File: src/rtl/reg_file_sb_pkg.sv
// Shared constants and types for the reg_file_sb register file and its
// pending-write scoreboard.
package reg_file_sb_pkg;

  localparam int DEF_DATA_W = 16;
  localparam int DEF_ADDR_W = 3;
  localparam int NUM_REGS   = 8;

  typedef logic [1:0] sb_cnt_t;

  // Deepest in-flight writer count: one each in EX, MEM and WB.
  localparam sb_cnt_t SB_MAX  = 2'd3;
  localparam sb_cnt_t SB_ZERO = 2'd0;
  localparam sb_cnt_t SB_ONE  = 2'd1;

endpackage

File: src/rtl/reg_file_sb_sb_counter.sv
// Saturating 2-bit up/down writer count for one register; err pulses for the
// cycle in which an increment at SB_MAX or a decrement at zero is requested.
module sb_counter
  import reg_file_sb_pkg::*;
(
  input  logic    clk,
  input  logic    rst,
  input  logic    inc,
  input  logic    dec,
  output sb_cnt_t cnt,
  output logic    err
);

  sb_cnt_t cnt_next;

  // A simultaneous issue and retire cancel out and are never an error.
  always_comb begin
    cnt_next = cnt;
    err      = 1'b0;
    if (inc && !dec) begin
      if (cnt == SB_MAX) err = 1'b1;
      else               cnt_next = cnt + SB_ONE;
    end else if (dec && !inc) begin
      if (cnt == SB_ZERO) err = 1'b1;
      else                cnt_next = cnt - SB_ONE;
    end
  end

  always_ff @(posedge clk or posedge rst) begin
    if (rst) cnt <= SB_ZERO;
    else     cnt <= cnt_next;
  end

endmodule

File: src/rtl/reg_file_sb.sv
// Eight-entry register file with per-register pending-write scoreboard and
// read-after-write hazard output. Optional write-back bypass: REGFILE_BYPASS_EN.
module reg_file_sb
  import reg_file_sb_pkg::*;
#(
  parameter int DATA_W = DEF_DATA_W,
  parameter int ADDR_W = DEF_ADDR_W
) (
  input  logic                  clk,
  input  logic                  rst,
  input  logic                  Reg_write_en,
  input  logic [ADDR_W-1:0]     Reg_write_dest,
  input  logic [DATA_W-1:0]     Reg_write_data,
  input  logic [ADDR_W-1:0]     rd_addr1,
  input  logic [ADDR_W-1:0]     rd_addr2,
  input  logic                  rd_use1,
  input  logic                  rd_use2,
  output logic [DATA_W-1:0]     rd_data1,
  output logic [DATA_W-1:0]     rd_data2,
  input  logic                  issue_en,
  input  logic [ADDR_W-1:0]     issue_dest,
  output logic                  hazard,
  output logic [(1<<ADDR_W)-1:0] pending,
  output logic                  sb_err
);

  localparam int NR = 1 << ADDR_W;

  logic [DATA_W-1:0] regs [NR];
  logic [NR-1:1]     inc;
  logic [NR-1:1]     dec;
  logic [NR-1:1]     err_vec;
  sb_cnt_t           cnt [NR-1:1];
  logic [NR-1:0]     blocked;

  // R0 is held at zero by never being written.
  always_ff @(posedge clk or posedge rst) begin
    if (rst) begin
      for (int i = 0; i < NR; i++) regs[i] <= '0;
    end else if (Reg_write_en && Reg_write_dest != '0) begin
      regs[Reg_write_dest] <= Reg_write_data;
    end
  end

  assign pending[0] = 1'b0;
  assign blocked[0] = 1'b0;

  for (genvar r = 1; r < NR; r++) begin : g_sb
    localparam logic [ADDR_W-1:0] IDX = ADDR_W'(r);

    assign inc[r] = issue_en && (issue_dest == IDX);
    assign dec[r] = Reg_write_en && (Reg_write_dest == IDX);

    sb_counter u_cnt (
      .clk (clk),
      .rst (rst),
      .inc (inc[r]),
      .dec (dec[r]),
      .cnt (cnt[r]),
      .err (err_vec[r])
    );

    assign pending[r] = (cnt[r] != SB_ZERO);

`ifdef REGFILE_BYPASS_EN
    // The last outstanding writer landing this cycle is forwarded, so no stall.
    assign blocked[r] = pending[r] && !(dec[r] && cnt[r] == SB_ONE);
`else
    assign blocked[r] = pending[r];
`endif
  end

  always_ff @(posedge clk or posedge rst) begin
    if (rst)           sb_err <= 1'b0;
    else if (|err_vec) sb_err <= 1'b1;
  end

  always_comb begin
    rd_data1 = regs[rd_addr1];
    rd_data2 = regs[rd_addr2];
`ifdef REGFILE_BYPASS_EN
    if (Reg_write_en && Reg_write_dest == rd_addr1 && rd_addr1 != '0)
      rd_data1 = Reg_write_data;
    if (Reg_write_en && Reg_write_dest == rd_addr2 && rd_addr2 != '0)
      rd_data2 = Reg_write_data;
`endif
  end

  assign hazard = (rd_use1 && blocked[rd_addr1]) || (rd_use2 && blocked[rd_addr2]);

endmodule
File: config.mk
export PLATFORM = sky130hd
export DESIGN_NAME = reg_file_sb
export DESIGN_NICKNAME = d
export VERILOG_FILES = /design/src/rtl/reg_file_sb_pkg.sv /design/src/rtl/reg_file_sb_sb_counter.sv /design/src/rtl/reg_file_sb.sv
export SDC_FILE = /design/constraint.sdc
export NUM_CORES = 1
export LEC_CHECK = 0
export CAP_MARGIN = 40
export CORE_MARGIN = 8
export CORE_UTILIZATION = 38
export CTS_CLUSTER_SIZE = 40
export DETAILED_ROUTE_END_ITERATION = 10
export HOLD_SLACK_MARGIN = 0.15
export PLACE_DENSITY = 0.66
export SLEW_MARGIN = 20
export SYNTH_ARGS = -nofsm -noshare
export SYNTH_HDL_FRONTEND = slang
export SYNTH_HIERARCHICAL = 1
export SYNTH_SLANG_ARGS = --single-unit
File: constraint.sdc
create_clock -name clk -period 11.97 [get_ports clk]
set_input_delay 1.197 -clock clk [delete_from_list [all_inputs] [get_ports clk]]
set_output_delay 1.197 -clock clk [all_outputs]
set_load 0.02 [all_outputs]
==> reports/qor.csv <==
stage;metric;value;unit
yosys;synth_fp_nets;780;
floorplan;start_util;38.7;%
power;p_leak;4.27;nW
clock_tree;cts_tree;built;
yosys;ys_types;40;
timing;finalWorstSetupSlack;6.61;ns
yosys;seq_area_frac_synth;44.0;%
grt;overflow;0;
grt;grt_pass1_wl;32400;µm
clock_tree;post-cts-setup-buffers;0;
worst_hold_path;min_path_type;flop to flop;
grt;antenna_found_initial;1;
cells_and_area;seq_area;3580;µm²
power;swShare;29.0;%
yosys;yosys_register_bits;143;
clock_tree;worst_skew_pair.late_latency;0.42;ns
floorplan;fp.dieArea;26400;µm²
timing;slew_violations;0;
route;drt_iter0_drc;351;
grt;grt_pass1_vias;5906;
route;ant_nets;0;
floorplan;die_x;162;µm
worst_hold_path;hold_path_startpoint;regs[119];
timing;slew_headroom;49.5;%
timing;worst_slew_pin_slew;0.753;ns
clock_tree;numCtsBuffers;17;
placed_design;dp_hpwl;13000;µm
critical_path;cp-end-kind;output pin;
yosys;synth_edf_count;0;
cells_and_area;multi_input_area;4160;µm²
timing;period_share;44.8;%
route;viasPerCell;5.25;
critical_path;r2r-start;g_sb[1].u_cnt/cnt[0];
grt;gr-usage-all-layers;15.8;%
clock_tree;cts.hold.buffers_added;0;
cells_and_area;fillers;1916;
critical_path;crit_top_cell;clkdlybuf4s50_1;
clock_tree;clock_path_buffers;2;
power;vdd_drop_max;0.0748;mV
power;combPwrFrac;25.3;%
floorplan;placementRows;53;
power;seq_power_share;42.1;%
route;vias;5628;
route;routed_wl;20100;µm
critical_path;worstPathArrival;4.16;ns
grt;grt_max_degree;56;
timing;fin_setup_tns;0;ns
critical_path;cp-startpoint;rd_addr2[2];
timing;min_period;5.36;ns
power;p_switching;0.455;mW
cells_and_area;n_antenna_cell;0;
critical_path;start_kind;input port;
cells_and_area;nets;835;
power;intPower;1.12;mW
placed_design;pre_cts_slack;6.57;ns
timing;setup_violations;0;
placed_design;portBuffers;74;
run_status;status;finished, final reports clean;
flow_run;drv_cap;0;
critical_path;cp_cell_sequence;clkdlybuf4s50_1, buf_4, clkinv_1, a211oi_1, o311ai_0, o32ai_1, clkdlybuf4s50_1;
timing;final-hold-violation-count;0;
critical_path;critPathRequiredTime;10.77;ns
clock_tree;h-tree-depth;4;
clock_tree;numClockSinks;143;
yosys;synth_warnings;6;
critical_path;crit_family;buffers and inverters;
route;drc_errors;0;
critical_path;cp_num_buf_inv;4;
cells_and_area;drive_gt1_share;23.1;%
yosys;syn_area_per_cell;11.1;µm²
timing;worst_clock_skew;0.00225;ns
yosys;ys.flop_type;dfrtp_1;
timing;clock.fmax;187;MHz
power;powerDensity;163;nW/µm²
clock_tree;cts-root-buf;clkbuf_16;
critical_path;slowest_delay;0.68;ns
critical_path;path_class;input port to output pin;
power;clock_power_share;32.6;%
critical_path;slowest_stage;clkdlybuf4s50_1;
clock_tree;ctsResizeCount;0;
clock_tree;clk_pin_slew;0.05;ns
critical_path;path_max_fanout;21;
floorplan;die_h;162;µm
floorplan;ios;76;
route;detail_route.wl_per_cell;18.7;µm
timing;rsz0062_at_grt;no;
yosys;synth_cells;732;
route;firstDrtPassIters;4;
placed_design;place.gp.congestion;0.755;
yosys;async_flop_share;100;%
floorplan;core;21000;µm²
yosys;synth_area;8140;µm²
cells_and_area;area_delta_synth_final;18.6;%
## sequential cells by signal, indices dropped and copies added, names as in the netlist
signal          flops
regs              128
g_sb.u_cnt/cnt     14
sb_err              1
## final cells by class
cell class,count,share of cell area [%]
Multi-Input combinational cell,504,43.0
Sequential cell,143,37.1
Timing Repair Buffer,89,9.25
Clock buffer,22,4.91
Tap cell,275,3.56
Inverter,32,1.27
Clock inverter,7,0.907
## metrics by stage
stage	cell area [µm²]	power (mW)	hold WS, ns	cells	utilization (%)
6_report	9660	1.57	0.394	1072	45.9
5_1_grt	9660	1.65	0.404	1072	45.9
4_1_cts	9660	1.58	0.397	1072	45.9
3_5_place_dp	9090	1.07	0.385	1043	43.3
3_3_place_gp	9010	1.06	0.378	1040	42.9
2_1_floorplan	8140	0.922	0.438	732	-
## cell usage after synthesis, types with 6 or more instances
master      n  area [µm²]
o31a_1      7        61.3
nor2b_1    14        87.6
o21ai_0    16        80.1
inv_1      27         101
a31o_1      7        61.3
buf_6       6        67.6
mux2i_1     7        70.1
mux4_1      7         184
nor3_1      6        30.0
clkbuf_1   27         101
nand2_1   251         942
dfrtp_1   143        3580
mux2_4      9         135
mux4_2     57        1280
nor4b_2     7         105
ha_1       14         175
mux2_2     55         619
nor2_1     15        56.3
buf_2      13        65.1
## final timing paths
| kind | endpoint | slack, ns | cells past startpoint |
|---|---|---|---|
| min | regs[119] | 0.39 | 0 |
| max | hazard | 6.61 | 7 |
| min in group asynchronous | g_sb[5].u_cnt/cnt[1] | 1.28 | 2 |
| max in group asynchronous | regs[121] | 9.22 | 4 |
| max reg2reg | sb_err | 10.56 | 4 |
| min reg2reg | regs[119] | 0.39 | 0 |
## cell families (layout without fill, tap and decap cells)
kind of cell               after synthesis  count (layout)  share of synthesized area [%]
and+or+nand+nor                        313             313                           17.2
muxes                                  136             136                           28.3
DFF                                    143             143                           44.0
buffers and inverters                   85             150                           5.00
adders and majority gates               14              14                           2.15
other                                    1               1                         0.0461
AOI/OAI and AO/OA                       40              40                           3.38
## layer usage
| layer | track usage, % | share of wire (%) | up-vias |
|---|---|---|---|
| li1 | - | - | 2637 |
| met1 | 20.2 | 44 | 2828 |
| met2 | 26.6 | 49 | 146 |
| met3 | 3.08 | 6.0 | 15 |
| met4 | 4.84 | 0.98 | 2 |
| met5 | 0 | 0.065 | - |
## power groups by stage
stage / clock, mW / combinational (mW) / sequential, mW
3_3_place_gp: 0 / 0.393 / 0.663
6_report: 0.512 / 0.398 / 0.662
4_1_cts: 0.521 / 0.404 / 0.660
3_5_place_dp: 0 / 0.401 / 0.668
2_1_floorplan: 0 / 0.279 / 0.643
5_1_grt: 0.541 / 0.433 / 0.677
## cells in the final DEF (no fill, tap or decap), types with 2 or more instances in the layout
cell             instances
nor3b_4                  2
nor2_1                  15
buf_4                   12
or2_2                    5
a31o_1                   7
o21ai_0                 16
clkinv_1                 5
nor2b_1                 14
clkinv_2                 4
nand2b_1                 3
nand4b_1                 3
clkdlybuf4s50_1         70
clkbuf_16               17
dfrtp_1                143
nor3_1                   6
mux4_2                  57
mux2_2                  55
nor4b_2                  7
a211oi_1                 5
nand2_1                251
inv_1                   26
mux2_4                   9
a21oi_1                  2
mux4_1                   7
clkbuf_1                 2
nor4_1                   2
bufinv_16                2
o31a_1                   7
ha_1                    14
mux2i_1                  7
buf_2                    4
clkbuf_8                 3
buf_16                   3
(Power assumes the default switching activity.)
